File: src/rtl/motor_pwm_monitor.sv
// motor_pwm_monitor: Avalon-MM read-only slave that measures the high time and period of PWM inputs.
//   clk           : system clock
//   reset         : synchronous active-high reset
//   pwm_in        : asynchronous PWM inputs, one per channel
//   read          : Avalon read strobe
//   addr          : [3:1] channel, [0] register select (0 = VALID/LEVEL/HIGH, 1 = PERIOD)
//   readdata      : registered read data, one cycle after read
//   readdatavalid : one-cycle pulse one cycle after read
module motor_pwm_monitor #(
    parameter int NUM_CH  = 6,
    parameter int CNT_W   = 16,
    parameter int TIMEOUT = 65535
) (
    input  logic              clk,
    input  logic              reset,
    input  logic [NUM_CH-1:0] pwm_in,
    input  logic              read,
    input  logic [3:0]        addr,
    output logic [31:0]       readdata,
    output logic              readdatavalid
);
    typedef enum logic {IDLE, MEASURE} state_t;
    localparam logic [CNT_W-1:0] CNT_MAX = '1;
    localparam logic [CNT_W-1:0] TO_VAL  = CNT_W'(TIMEOUT);

    function automatic logic [CNT_W-1:0] sat_inc(input logic [CNT_W-1:0] v);
        return (v == CNT_MAX) ? v : v + 1'b1;
    endfunction

    logic [NUM_CH-1:0] meta_q, s_q, s_dly_q, rise;
    logic [31:0]       stat_w [8];
    logic [31:0]       per_w  [8];
    logic [2:0]        ch;
    logic [31:0]       rd_word;

    always_ff @(posedge clk) begin
        if (reset) begin
            meta_q  <= '0;
            s_q     <= '0;
            s_dly_q <= '0;
        end else begin
            meta_q  <= pwm_in;
            s_q     <= meta_q;
            s_dly_q <= s_q;
        end
    end

    assign rise = s_q & ~s_dly_q;

    for (genvar c = 0; c < 8; c++) begin : g_ch
        if (c < NUM_CH) begin : g_on
            state_t           state_q, state_d;
            logic [CNT_W-1:0] per_cnt_q, per_cnt_d, hi_cnt_q, hi_cnt_d;
            logic [CNT_W-1:0] high_q, high_d, period_q, period_d;
            logic             valid_q, valid_d, level_q, level_d;

            always_ff @(posedge clk) begin
                if (reset) begin
                    state_q   <= IDLE;
                    per_cnt_q <= '0;
                    hi_cnt_q  <= '0;
                    high_q    <= '0;
                    period_q  <= '0;
                    valid_q   <= 1'b0;
                    level_q   <= 1'b0;
                end else begin
                    state_q   <= state_d;
                    per_cnt_q <= per_cnt_d;
                    hi_cnt_q  <= hi_cnt_d;
                    high_q    <= high_d;
                    period_q  <= period_d;
                    valid_q   <= valid_d;
                    level_q   <= level_d;
                end
            end

            // Counters default to clear; only a non-edge, non-timeout MEASURE cycle advances them.
            // The +1 on latch accounts for the edge cycle itself, which is high.
            always_comb begin
                state_d   = state_q;
                per_cnt_d = '0;
                hi_cnt_d  = '0;
                high_d    = high_q;
                period_d  = period_q;
                valid_d   = valid_q;
                level_d   = level_q;
                if (state_q == IDLE) begin
                    if (rise[c]) state_d = MEASURE;
                end else if (rise[c]) begin
                    high_d   = sat_inc(hi_cnt_q);
                    period_d = sat_inc(per_cnt_q);
                    valid_d  = 1'b1;
                end else if (per_cnt_q == TO_VAL) begin
                    high_d   = '0;
                    period_d = '0;
                    valid_d  = 1'b0;
                    level_d  = s_q[c];
                    state_d  = IDLE;
                end else begin
                    per_cnt_d = sat_inc(per_cnt_q);
                    hi_cnt_d  = s_q[c] ? sat_inc(hi_cnt_q) : hi_cnt_q;
                end
            end

            assign stat_w[c] = {valid_q, level_q, 30'(high_q)};
            assign per_w[c]  = 32'(period_q);
        end else begin : g_off
            assign stat_w[c] = '0;
            assign per_w[c]  = '0;
        end
    end

    assign ch      = addr[3:1];
    assign rd_word = addr[0] ? per_w[ch] : stat_w[ch];

    always_ff @(posedge clk) begin
        if (reset) begin
            readdata      <= '0;
            readdatavalid <= 1'b0;
        end else begin
            readdatavalid <= read;
            if (read) readdata <= rd_word;
        end
    end
endmodule

File: config.mk
export PLATFORM = sky130hd
export DESIGN_NAME = motor_pwm_monitor
export DESIGN_NICKNAME = d
export VERILOG_FILES = /design/src/rtl/motor_pwm_monitor.sv
export SDC_FILE = /design/constraint.sdc
export NUM_CORES = 1
export LEC_CHECK = 0
export BUFFER_PORTS_ARGS = -buffer_cell sky130_fd_sc_hd__buf_2
export CAP_MARGIN = 15
export CORE_MARGIN = 2
export CORE_UTILIZATION = 50
export DETAILED_ROUTE_END_ITERATION = 7
export PLACE_DENSITY = 0.66
export SLEW_MARGIN = 10
export SYNTH_ARGS = -nofsm -noshare
export SYNTH_HDL_FRONTEND = slang
export SYNTH_SLANG_ARGS = --single-unit
File: constraint.sdc
create_clock -name clk -period 2.5 [get_ports clk]
set_input_delay 0.25 -clock clk [delete_from_list [all_inputs] [get_ports clk]]
set_output_delay 0.25 -clock clk [all_outputs]
set_load 0.005 [all_outputs]
Yosys cells after proc, flatten, opt, wreduce, memory -nomap -nowiden
Cells that the tools add are included.

word-level totals
  register bits = 453
  input bits = 13
  word-level logic and storage cells = 184

operators by class
  add/sub/neg operators = 12
  magnitude comparators = 1
  equality and inequality tests = 12
  mux-type cells = 73
  bitwise gates (word level) = 15
  reduce and logical (&&, ||, !) cells = 24

operators with widths
  operator                 count
  $mux W16                 30
  $add A16 B1 Y16 const B  12
  $bmux W32 S3             2
  $eq A16 B16 Y1 const B   12
  $mux W32                 5
  $mux W1                  36
  $reduce_or A4 Y1         6
  $reduce_and A3 Y1        6
  $not A1 Y1               12
  $reduce_and A2 Y1        6
  $reduce_bool A2 Y1       6
  $and A6 B6 Y6            1
  $not A6 Y6               1
  $ge A4 B4 Y1 const B     1
  $not A3 Y4               1

Longest topological paths before layout
Gate-level depths: netlist (run 1).

  depth in word-level cells = 5
  depth in mapped cells = 8

Worst setup path before layout (run 1)
OpenSTA, ideal clock, no wires.

  kind = reg-to-reg
  from = register g_ch[3].g_on.hi_cnt_q[0]
  to = register g_ch[3].g_on.high_q[1]
  setup time = 132 ps
  arrival time = 1,892 ps
  required time = 2,368 ps
  slack = 476 ps
  cell stages (with the launch flop) = 8
  buffers on the path = 1
  clock period less this slack = 2,024 ps
  cells stage by stage = dfxtp_1 ha_1 nand3_1 or4_1 buf_2 mux2_4 nand2_1 a21oi_1

on the way
  longest elaborated chain between the ends = 3
  elaborated cells on any way between the ends = 4
  those cells by class = 1 x add/sub; 1 x eq/ne; 2 x mux

RTL lines
  item                                                      line  source
  from (decl)                                               53    logic [CNT_W-1:0] per_cnt_q, per_cnt_d, hi_cnt_q, hi_cnt_d;
  from (signal assigned)                                    69    hi_cnt_q <= hi_cnt_d;
  $add A16 B1 Y16 / $eq A16 B16 Y1 (equally long branches)  27    return (v == CNT_MAX) ? v : v + 1'b1;
  $mux W16 *                                                -
  $mux W16 *                                                89    end else if (rise[c]) begin
  to (signal assigned)                                      70    high_q <= high_d;
  to (decl)                                                 54    logic [CNT_W-1:0] high_q, high_d, period_q, period_d;

Every way passes the cells marked *; elsewhere a longest branch is shown, timed or not.
A chain may end at the register's enable or synchronous reset.

Worst setup path in the final report (run 1)
  from = register g_ch[4].g_on.per_cnt_q[0]
  to = register g_ch[4].g_on.high_q[0]

on the way
  longest elaborated chain between the ends = 3

RTL lines
  item                                 line  source
  from (decl)                          53
  from (signal assigned)               68    per_cnt_q <= per_cnt_d;
  $eq A16 B16 Y1                       93    end else if (per_cnt_q == TO_VAL) begin
  $reduce_bool A2 Y1 (no source line)  -
  $reduce_and A2 Y1 (no source line)   -
  to (signal assigned)                 70
  to (decl)                            54

No other way between the ends.

==> results of run 1 <==
[registers in the layout, summed over array words and instances, names as in the netlist]
| register | count |
|---|---|
| s_q | 6 |
| g_ch.g_on.level_q | 6 |
| g_ch.g_on.valid_q | 6 |
| g_ch.g_on.hi_cnt_q | 96 |
| g_ch.g_on.state_q | 6 |
| readdata | 18 |
| g_ch.g_on.period_q | 96 |
| readdatavalid | 1 |
| s_dly_q | 6 |
| meta_q | 6 |
| g_ch.g_on.per_cnt_q | 96 |
| g_ch.g_on.high_q | 96 |
[kinds of logic after synthesis]
logic type / count (synthesis) / share of synthesized area (%)
adders and majority gates: 12 / 0.7176
buffers and inverters: 193 / 4.234
other: 1 / 0.01792
and+or+nand+nor: 928 / 22.70
AOI/OAI and AO/OA: 464 / 14.68
muxes: 101 / 7.858
DFF: 439 / 42.01
xor gates and xnor gates: 186 / 7.787
[synth_stat cells (all sizes together) (4+ instances only)]
| cell | number |
|---|---|
| ha | 12 |
| a311oi | 22 |
| xnor2 | 84 |
| nand2 | 198 |
| nand3b | 4 |
| dfxtp | 439 |
| o2bb2ai | 18 |
| nand3 | 122 |
| or3 | 10 |
| o211ai | 25 |
| nor3 | 57 |
| o31ai | 6 |
| a22o | 21 |
| a22oi | 4 |
| a21bo | 4 |
| xor2 | 102 |
| or2 | 5 |
| a31o | 8 |
| and2 | 25 |
| o22a | 8 |
| and3 | 40 |
| mux4 | 50 |
| nor2b | 29 |
| buf | 86 |
| and4 | 26 |
| nand2b | 15 |
| or4 | 8 |
| a32o | 9 |
| nand4 | 76 |
| nor2 | 265 |
| clkbuf | 81 |
| nor3b | 6 |
| a21o | 23 |
| nor4 | 33 |
| a21oi | 136 |
| a31oi | 15 |
| inv | 26 |
| a211oi | 29 |
| o21ai | 111 |
| mux2i | 48 |
[final timing paths]
path | from | to
worst max-delay path | g_ch[4].g_on.per_cnt_q[0]$_SDFF_PP0_ | g_ch[4].g_on.high_q[0]$_SDFFE_PP0P_
worst min register to register | meta_q[0]$_SDFF_PP0_ | s_q[0]$_SDFF_PP0_
worst max register to register | g_ch[4].g_on.per_cnt_q[0]$_SDFF_PP0_ | g_ch[4].g_on.high_q[0]$_SDFFE_PP0P_
worst min-delay path | addr[3] | readdata[9]$_SDFFE_PP0P_
[per-layer routing]
layer	vias up	GRT usage, %
met3	92	3.321
li1	8327	-
met5	-	0
met2	507	35.80
met1	8146	36.59
met4	0	9.310
[power breakdown]
part	internal, µW	switching (µW)
logic	161	285
registers	7040	43.7
clock network	4170	2880
total	11400	3210
[timing repair]
action,4_1_cts,5_1_grt
endpoints found under the hold margin,9,0
setup endpoints to repair,0,0
hold buffers,7,0
[worst max-delay path, cell delays in order (launching register included)]
cell,delay [ns]
dfxtp_1,0.41
ha_1,0.23
nand3_1,0.27
nor4_4,0.36
and2_1,0.32
o22ai_4,0.27
a22o_1,0.30
[placed cells by master, fill, tap and decap left out, types with 27 or more instances in the layout]
master,count
mux4_2,50
nor3_1,54
nor2b_1,29
and3_1,40
xnor2_1,84
clkbuf_16,47
buf_4,57
dfxtp_1,439
mux2i_1,48
o21ai_0,98
buf_2,30
nand4_1,68
nand2_1,198
nand3_1,117
a211oi_1,27
a21oi_1,136
xor2_1,102
nor2_1,265
[layout make-up]
class,instances,share of cell area [%]
Antenna cell,1,0.01083
Sequential cell,439,38.02
Clock buffer,65,5.813
Clock inverter,17,0.9039
Inverter,26,0.4222
Multi-Input combinational cell,1705,48.89
Tap cell,532,2.880
Timing Repair Buffer,97,3.064
[through the flow]
| stage | utilization [%] | cells |
|---|---|---|
| floorplan | - | 2337 |
| detailed placement | 52.28 | 2792 |
| global placement | 52.28 | 2792 |
| CTS | 56.22 | 2881 |
| global route | 56.23 | 2882 |
| finish | 56.23 | 2882 |
==> results.sh, run 1 <==
export IMPL_synth_main_ff_cell="dfxtp_1"
export IMPL_finalClockSkew_ns=0.02473
export IMPL_insertion_delay_ns=0.59
export IMPL_synth_cell_types=87
export IMPL_synthToLayoutAreaGrowth_pct=10.49
export IMPL_grt_antenna_before_repair=1
export IMPL_route_met3_wl_um=3586
export IMPL_fin_total_pwr_uw=14580
export IMPL_design_area_um2=23120
export IMPL_cts_setup_buffers=0
export IMPL_htreeDepth=2
export IMPL_clk_pin_slew_ns=0.06
export IMPL_clock_root_buffer="clkbuf_16"
export IMPL_routed_via_count=17070
export IMPL_synth_async_reset_ratio_pct=0
export IMPL_critPathLaunchType="register"
export IMPL_syn_cell_area_um2=20920
export IMPL_regToRegSetupSlack_ns=0.24
export IMPL_grt_usage_pct=24.50
export IMPL_tightest_slew_ns=1.118
export IMPL_first_pass_iters=5
export IMPL_placed_cell_area_um2=21490
export IMPL_synthCells=2324
export IMPL_wl_per_cell_um=18.65
export IMPL_die_h_um=208.6
export IMPL_cts_sinks=439
export IMPL_start_util_pct=50.89
export IMPL_cts_resized=0
export IMPL_hold_worst_slack_ns=0.1934
export IMPL_setup_viol=0
export IMPL_drtIter0Drc=1320
export IMPL_synth_area_per_cell_um2=9.002
export IMPL_ys_warnings_count=0
export IMPL_crit_fanout=25
export IMPL_cts_made_buffers=47
export IMPL_dieArea_um2=43500
export IMPL_die_width_um=208.6
export IMPL_critPathKind="register to register"
export IMPL_fin_setup_tns_ns=0
export IMPL_hold_depth=4
export IMPL_wl_met1_um=25510
export IMPL_arrival_ns=2.72
export IMPL_synth_top_area_share_pct=42.01
export IMPL_place_congestion=0.9119
export IMPL_regArea_um2=8788
export IMPL_p_leak_uw=0.008102
export IMPL_grt_overflow=0
export IMPL_nFillCells=3690
export IMPL_grt_pass1_wl_um=86390
export IMPL_dp_worst_setup_slack_ns=0.3088
export IMPL_crit_required_ns=2.95
export IMPL_r2r_cells=6
export IMPL_synth_top_area_cell="dfxtp_1"
export IMPL_worst_slack_ns=0.2381
export IMPL_max_clock_path_buffers=3
export IMPL_hold_viol=0
export IMPL_vias_per_cell=5.924
export IMPL_fmax_ghz=0.4421
export IMPL_period_needed_ns=2.262
export IMPL_end_kind="register"
export IMPL_multi_input_area_um2=11300
export IMPL_rsz0062_at_grt="no"
export IMPL_top_layer_used="met4"
export IMPL_hold_class="input pin to register"
export IMPL_maxSlewViolCount=0
export IMPL_min_period_over_period_pct=90.47
export IMPL_remaining_drc_errors=0
export IMPL_wirelength_um=53740
export IMPL_rows=74
export IMPL_ys_seq_area_share_pct=42.01
export IMPL_cap_violations=0
export IMPL_ios=46
export IMPL_dp_hpwl_um=39230
export IMPL_postRouteAntennaNets=0
export IMPL_yosys_top_cells_area="dfxtp_1 42%, mux4_2 5.4%, nor2_1 4.8%"
export IMPL_grt_pass1_vias=15890
export IMPL_maxSlewHeadroom_pct=25.45
export IMPL_met2_length_um=22840
export IMPL_coreArea_um2=41110
export IMPL_vdd_ir_drop_max_mv=0.5751
export IMPL_io_buffers=31
export IMPL_nets=2341
export IMPL_power_density_nw_per_um2=630.6
export IMPL_synth_edf_count=0
export IMPL_grt_start_max_net_pins=66
export IMPL_drive_above_1_share_pct=11.62
export IMPL_cts_tree="yes"
export IMPL_synth_seq_cells=439
export IMPL_status="finished clean"
(Power assumes the default switching activity.)
==> inputs of run 2 (changes only) <==
--- a/config.mk
+++ b/config.mk
@@ -5,6 +5,7 @@
 export SDC_FILE = /design/constraint.sdc
 export NUM_CORES = 1
 export LEC_CHECK = 0
+export ABC_AREA = 1
 export BUFFER_PORTS_ARGS = -buffer_cell sky130_fd_sc_hd__buf_2
 export CAP_MARGIN = 15
 export CORE_MARGIN = 2
==> results.sh, run 2 <==
export IMPL_status="finished clean"
export IMPL_dp_hpwl_um=46510
export IMPL_min_period_over_period_pct=83.97
export IMPL_fin_setup_tns_ns=0
export IMPL_drtIter0Drc=2037
export IMPL_synth_compound_area_share_pct=14.05
export IMPL_insertion_delay_ns=0.58
export IMPL_cpLargestDelayFamily="flip-flops"
export IMPL_synth_area_per_cell_um2=6.811
export IMPL_crit_fanout=19
export IMPL_tightest_slew_ns=0.7629
export IMPL_start_util_pct=50.42
export IMPL_critPathKind="register to register"
export IMPL_hold_class="input pin to register"
export IMPL_path_buf_inv=4
export IMPL_routed_via_count=21550
export IMPL_cts_setup_buffers=0
export IMPL_synth_top_area_share_pct=38.57
export IMPL_synth_main_ff_cell="dfxtp_1"
export IMPL_regToRegSetupSlack_ns=0.40
export IMPL_fmax_ghz=0.4764
export IMPL_dieArea_um2=47290
export IMPL_final_common_cell="nand2_1"
export IMPL_synthSimpleGateAreaFrac_pct=35.66
export IMPL_ios=46
export IMPL_grt_antenna_before_repair=2
export IMPL_yosys_top_cells_area="dfxtp_1 39%, nand2_1 12%, nand3_1 8.6%"
export IMPL_fin_total_pwr_uw=15200
export IMPL_crit_path_top_delay_cell="dfxtp_1"
export IMPL_wirelength_um=64160
export IMPL_clkPwrFrac_pct=49.0
export IMPL_nets=3335
export IMPL_drive_above_1_share_pct=10.73
export IMPL_synth_edf_count=0
export IMPL_synth_most_common_cell="nand2_1"
export IMPL_rsz0062_at_grt="no"
export IMPL_finalClockSkew_ns=0.01797
export IMPL_end_kind="register"
export IMPL_rows=78
export IMPL_ys_seq_area_share_pct=38.57
export IMPL_synth_xor_area_share_pct=2.307
export IMPL_period_needed_ns=2.099
export IMPL_vias_per_cell=5.462
export IMPL_sw_frac_of_total_pct=23.13
export IMPL_first_pass_iters=5
export IMPL_synth_seq_cells=439
export IMPL_maxSlewViolCount=0
export IMPL_synth_async_reset_ratio_pct=0
export IMPL_clock_root_buffer="clkbuf_16"
export IMPL_cts_sinks=439
export IMPL_die_width_um=217.5
export IMPL_cp_cell_sequence="inv_2, nor2_1, inv_2, nand2_2, inv_2, nand2_2, inv_2, o21ai_0, nor2_1"
export IMPL_n_antenna_cell=0
export IMPL_synth_top_family_by_area="simple AND/OR/NAND/NOR gates"
export IMPL_synthCells=3345
export IMPL_hold_viol=0
export IMPL_place_congestion=0.9208
export IMPL_grt_pass1_vias=20130
export IMPL_slowest_delay_ns=0.69
export IMPL_maxSlewHeadroom_pct=48.95
export IMPL_synth_fa_ha_area_share_pct=0.6590
export IMPL_power_frac_seq_pct=46.8
export IMPL_clk_pin_slew_ns=0.06
export IMPL_coreArea_um2=45190
export IMPL_wl_per_cell_um=16.26
export IMPL_cts_made_buffers=49
export IMPL_postRouteAntennaNets=0
export IMPL_grt_start_max_net_pins=72
export IMPL_syn_cell_area_um2=22780
export IMPL_arrival_ns=2.55
export IMPL_ys_warnings_count=0
export IMPL_crit_top_cell="inv_2"
export IMPL_cts_tree="yes"
export IMPL_synthMuxAreaShare_pct=0
export IMPL_layout_common_cells="711 x nand2_1, 479 x nor2_1, 439 x dfxtp_1"
export IMPL_vdd_ir_drop_max_mv=0.4331
export IMPL_p_leak_uw=0.009597
export IMPL_synth_cell_types=41
export IMPL_synthToLayoutAreaGrowth_pct=8.633
export IMPL_grt_overflow=0
export IMPL_htreeDepth=2
export IMPL_critPathLaunchType="register"
export IMPL_remaining_drc_errors=0
export IMPL_grt_usage_pct=26.85
export IMPL_power_density_nw_per_um2=614.3
export IMPL_crit_required_ns=2.95
export IMPL_synth_commonest_cells="711 x nand2_1, 479 x nor2_1, 439 x dfxtp_1"
export IMPL_cap_violations=0
export IMPL_io_buffers=31
export IMPL_grt_pass1_wl_um=104100
export IMPL_die_h_um=217.5
export IMPL_setup_viol=0
export IMPL_power_net_switching_uw=3517
export IMPL_intPower_uw=11690
export IMPL_synth_top_area_cell="dfxtp_1"
export IMPL_p_comb_share_pct=4.3
export IMPL_max_clock_path_buffers=3
==> run 2: layout make-up <==
type                    instances  area [µm²]
inverters                     278        1069
fillers                      4426       20440
clock buffers                  69        1421
flip-flops and latches        439        8788
multi-input cells            2478       12060
repair buffers                 64       439.2
clock inverters                18       226.5
well taps                     600       750.7
==> run 2: worst paths after layout <==
kind / start / end / depth (start not counted)
max: s_q[3]$_SDFF_PP0_ / g_ch[3].g_on.hi_cnt_q[12]$_SDFFE_PP0P_ / 9
min: reset / s_dly_q[5]$_SDFF_PP0_ / 2
max reg2reg: s_q[3]$_SDFF_PP0_ / g_ch[3].g_on.hi_cnt_q[12]$_SDFFE_PP0P_ / 9
min reg2reg: meta_q[3]$_SDFF_PP0_ / s_q[3]$_SDFF_PP0_ / 2
==> run 2: logic make-up (layout without fill, tap and decap cells) <==
group,count (synthesis),after routing
XOR/XNOR,60,60
adder cells (fa/ha/maj),12,12
AO/OA/AOI/OAI,594,594
flip-flops,439,439
buffers and inverters,441,429
AND/OR/NAND/NOR,1798,1798
other,1,14
==> run 2: power by group through the flow <==
stage	Sequential, µW	Combinational [µW]	Clock, µW
2_1_floorplan	7240	469	0
3_3_place_gp	7260	623	0
3_5_place_dp	7260	630	0
4_1_cts	7110	639	7550
5_1_grt	7110	715	7820
6_report	7110	650	7450
==> run 2: repair_timing <==
item	CTS	global route
hold endpoints to repair	6	0
resized for setup	0	0
hold buffers	6	0
endpoints found under the setup margin	0	0
==> run 2: through the flow <==
step                hold slack (ns)  setup slack (ns)  instance area [µm²]  instances  utilization, %
floorplan                    0.3570            0.8632                22830       3358               -
global placement             0.3888            0.4803                23040       3853           50.99
detailed placement           0.3955            0.4270                23040       3853           50.99
CTS                          0.1196            0.4156                24750       3946           54.77
global route                 0.1377            0.1989                24750       3946           54.77
finish                       0.1365            0.4007                24750       3946           54.77
==> run 2: routing by layer <==
metal / share of wire (%) / global-route usage (%)
met1: 45 / 35.75
met2: 47 / 45.16
met3: 5.0 / 3.068
met4: 3.0 / 9.087
met5: 0.042 / 0
==> inputs of run 3 (changes only) <==
--- a/config.mk
+++ b/config.mk
@@ -5,13 +5,13 @@
 export SDC_FILE = /design/constraint.sdc
 export NUM_CORES = 1
 export LEC_CHECK = 0
-export ABC_AREA = 1
+export ABC_AREA = 0
 export BUFFER_PORTS_ARGS = -buffer_cell sky130_fd_sc_hd__buf_2
 export CAP_MARGIN = 15
 export CORE_MARGIN = 2
 export CORE_UTILIZATION = 50
 export DETAILED_ROUTE_END_ITERATION = 7
-export PLACE_DENSITY = 0.66
+export PLACE_DENSITY = 0.68
 export SLEW_MARGIN = 10
 export SYNTH_ARGS = -nofsm -noshare
 export SYNTH_HDL_FRONTEND = slang
==> constraint.sdc (replaced) <==
create_clock -name clk -period 1.84 [get_ports clk]
set_input_delay 0.184 -clock clk [delete_from_list [all_inputs] [get_ports clk]]
set_output_delay 0.184 -clock clk [all_outputs]
set_load 0.005 [all_outputs]
==> results.sh, run 3 (synthesis gave the netlist of run 1 again) <==
export IMPL_grt_start_max_net_pins=37
export IMPL_r2r_cells=6
export IMPL_power_density_nw_per_um2=804.9
export IMPL_crit_fanout=7
export IMPL_wl_met1_um=27240
export IMPL_timing_rr_end="g_ch[0].g_on.period_q[4]$_SDFFE_PP0P_"
export IMPL_vdd_ir_drop_max_mv=0.7544
export IMPL_grt_overflow=0
export IMPL_maxSlewHeadroom_pct=55.17
export IMPL_hold_end="readdata[10]$_SDFFE_PP0P_"
export IMPL_layout_common_cells="419 x dfxtp_1, 273 x buf_4, 262 x nor2_1"
export IMPL_slowest_delay_ns=0.44
export IMPL_grt_usage_pct=26.32
export IMPL_final_common_cell="dfxtp_1"
export IMPL_critPathLaunchType="register"
export IMPL_violations="negative setup slack"
export IMPL_routed_via_count=18390
export IMPL_io_buffers=31
export IMPL_die_h_um=208.6
export IMPL_min_period_over_period_pct=100.9
export IMPL_worst_slack_ns=-0.01684
export IMPL_crit_required_ns=2.37
export IMPL_cts_tree="yes"
export IMPL_r2r_start="g_ch[0].g_on.per_cnt_q[0]$_SDFF_PP0_"
export IMPL_grt_pass1_wl_um=92360
export IMPL_crit_path_top_delay_cell="or3_4"
export IMPL_crit_top_cell="or3_4"
export IMPL_clk_pin_slew_ns=0.06
export IMPL_dp_hpwl_um=43530
export IMPL_critPathKind="register to register"
export IMPL_period_needed_ns=1.857
export IMPL_hp_start="addr[3]"
export IMPL_dp_cells=2994
export IMPL_cp_cell_sequence="ha_4, nand3_4, or3_4, or3_4, a211o_4, nand2_2"
export IMPL_cts_made_buffers=48
export IMPL_drive_above_1_share_pct=23.42
export IMPL_insertion_delay_ns=0.59
export IMPL_remaining_drc_errors=0
export IMPL_dieArea_um2=43500
export IMPL_nFillCells=3413
export IMPL_grt_pass1_vias=17110
export IMPL_hold_class="input pin to register"
export IMPL_start_util_pct=50.89
export IMPL_route_met3_wl_um=4187
export IMPL_ios=46
export IMPL_dp_worst_setup_slack_ns=-0.03394
export IMPL_end_kind="register"
export IMPL_rsz0062_at_grt="yes"
export IMPL_fin_cells=3119
export IMPL_multi_input_area_um2=11820
export IMPL_first_pass_iters=5
export IMPL_coreArea_um2=41110
export IMPL_setup_viol=1
export IMPL_tightest_slew_ns=0.6699
export IMPL_hold_viol=0
export IMPL_top_layer_used="met4"
export IMPL_maxSlewViolCount=0
export IMPL_cap_violations=0
export IMPL_wirelength_um=59480
export IMPL_vias_per_cell=5.896
export IMPL_met2_length_um=26410
export IMPL_finalClockSkew_ns=0.02842
export IMPL_regArea_um2=8816
export IMPL_n_antenna_cell=0
export IMPL_regToRegSetupSlack_ns=-0.02
export IMPL_wl_per_cell_um=19.07
export IMPL_nets=2573
export IMPL_status="finished with violations"
export IMPL_die_width_um=208.6
export IMPL_arrival_ns=2.39
export IMPL_drtIter0Drc=1533
export IMPL_max_clock_path_buffers=3
export IMPL_cts_sinks=439
export IMPL_htreeDepth=2
export IMPL_clock_root_buffer="clkbuf_16"
export IMPL_p_leak_uw=0.009486
export IMPL_grt_antenna_before_repair=0
export IMPL_rows=74
export IMPL_postRouteAntennaNets=0
export IMPL_synthToLayoutAreaGrowth_pct=22.51
export IMPL_hold_depth=4
export IMPL_fmax_ghz=0.5385
export IMPL_place_congestion=0.9273
run 3: layer usage:
layer | up-vias | GRT usage (%)
met3 | 103 | 4.226
met5 | - | 0
met1 | 8873 | 37.83
li1 | 8814 | -
met4 | 0 | 8.892
met2 | 601 | 40.27
run 3: worst max-delay path by stage:
| stage | startpoint | endpoint | slack [ns] | cells after the start |
|---|---|---|---|---|
| global placement | g_ch[0].g_on.per_cnt_q[1]$_SDFF_PP0_ | g_ch[0].g_on.period_q[4]$_SDFFE_PP0P_ | -0.01 | 6 |
| global route | g_ch[4].g_on.per_cnt_q[0]$_SDFF_PP0_ | g_ch[4].g_on.period_q[8]$_SDFFE_PP0P_ | -0.07 | 7 |
| floorplan | g_ch[3].g_on.hi_cnt_q[0]$_SDFFE_PP0P_ | g_ch[3].g_on.high_q[1]$_SDFFE_PP0P_ | -0.02 | 7 |
| finish | g_ch[0].g_on.per_cnt_q[0]$_SDFF_PP0_ | g_ch[0].g_on.period_q[4]$_SDFFE_PP0P_ | -0.02 | 6 |
| CTS | g_ch[0].g_on.per_cnt_q[0]$_SDFF_PP0_ | g_ch[0].g_on.period_q[4]$_SDFFE_PP0P_ | -0.05 | 6 |
| detailed placement | g_ch[0].g_on.per_cnt_q[1]$_SDFF_PP0_ | g_ch[0].g_on.period_q[4]$_SDFFE_PP0P_ | -0.03 | 6 |
run 3: repair_timing:
| action | CTS | global route |
|---|---|---|
| cloned | 1 | 1 |
| resized for setup | 8 | 99 |
| pin swaps | 5 | 27 |
| hold buffers | 9 | 0 |
| hold endpoints to repair | 10 | 0 |
| setup buffers | 3 | 22 |
| endpoints found under the setup margin | 31 | 198 |
run 3: worst max-delay path, delay by kind of cell, from the launching register on:
kind | cells | cell delay (ns)
adder cells (fa/ha/maj) | 1 | 0.15
flip-flops | 1 | 0.36
AO/OA/AOI/OAI | 1 | 0.35
AND/OR/NAND/NOR | 4 | 0.96
run 3: report_power, final:
group / internal, µW / switching (µW) / leakage [µW] / total, µW
Combinational: 288 / 425 / 0.00512 / 713
Clock: 6200 / 4090 / 0.000813 / 10300
Sequential: 9570 / 57.0 / 0.00355 / 9630
run 3: cell type report:
| class | count | share of cell area, % |
|---|---|---|
| flip-flops and latches | 439 | 34.40 |
| well taps | 532 | 2.597 |
| multi-input cells | 1707 | 46.11 |
| repair buffers | 326 | 9.905 |
| clock inverters | 26 | 1.313 |
| clock buffers | 63 | 5.301 |
| inverters | 26 | 0.3808 |
run 3: metrics by stage:
| stage | setup TNS (ns) | hold WS (ns) | power [µW] | instance area (µm²) | utilization [%] |
|---|---|---|---|---|---|
| after floorplan | -0.05918 | 0.3122 | 10270 | 21060 | - |
| after global placement | -0.01404 | 0.3975 | 10480 | 23180 | 56.38 |
| after detailed placement | -0.1073 | 0.4016 | 10490 | 23180 | 56.38 |
| after CTS | -0.05472 | 0.03018 | 20710 | 25030 | 60.88 |
| after global routing | -0.6863 | 0.08932 | 21170 | 25630 | 62.35 |
| final | -0.01684 | 0.05351 | 20630 | 25630 | 62.35 |
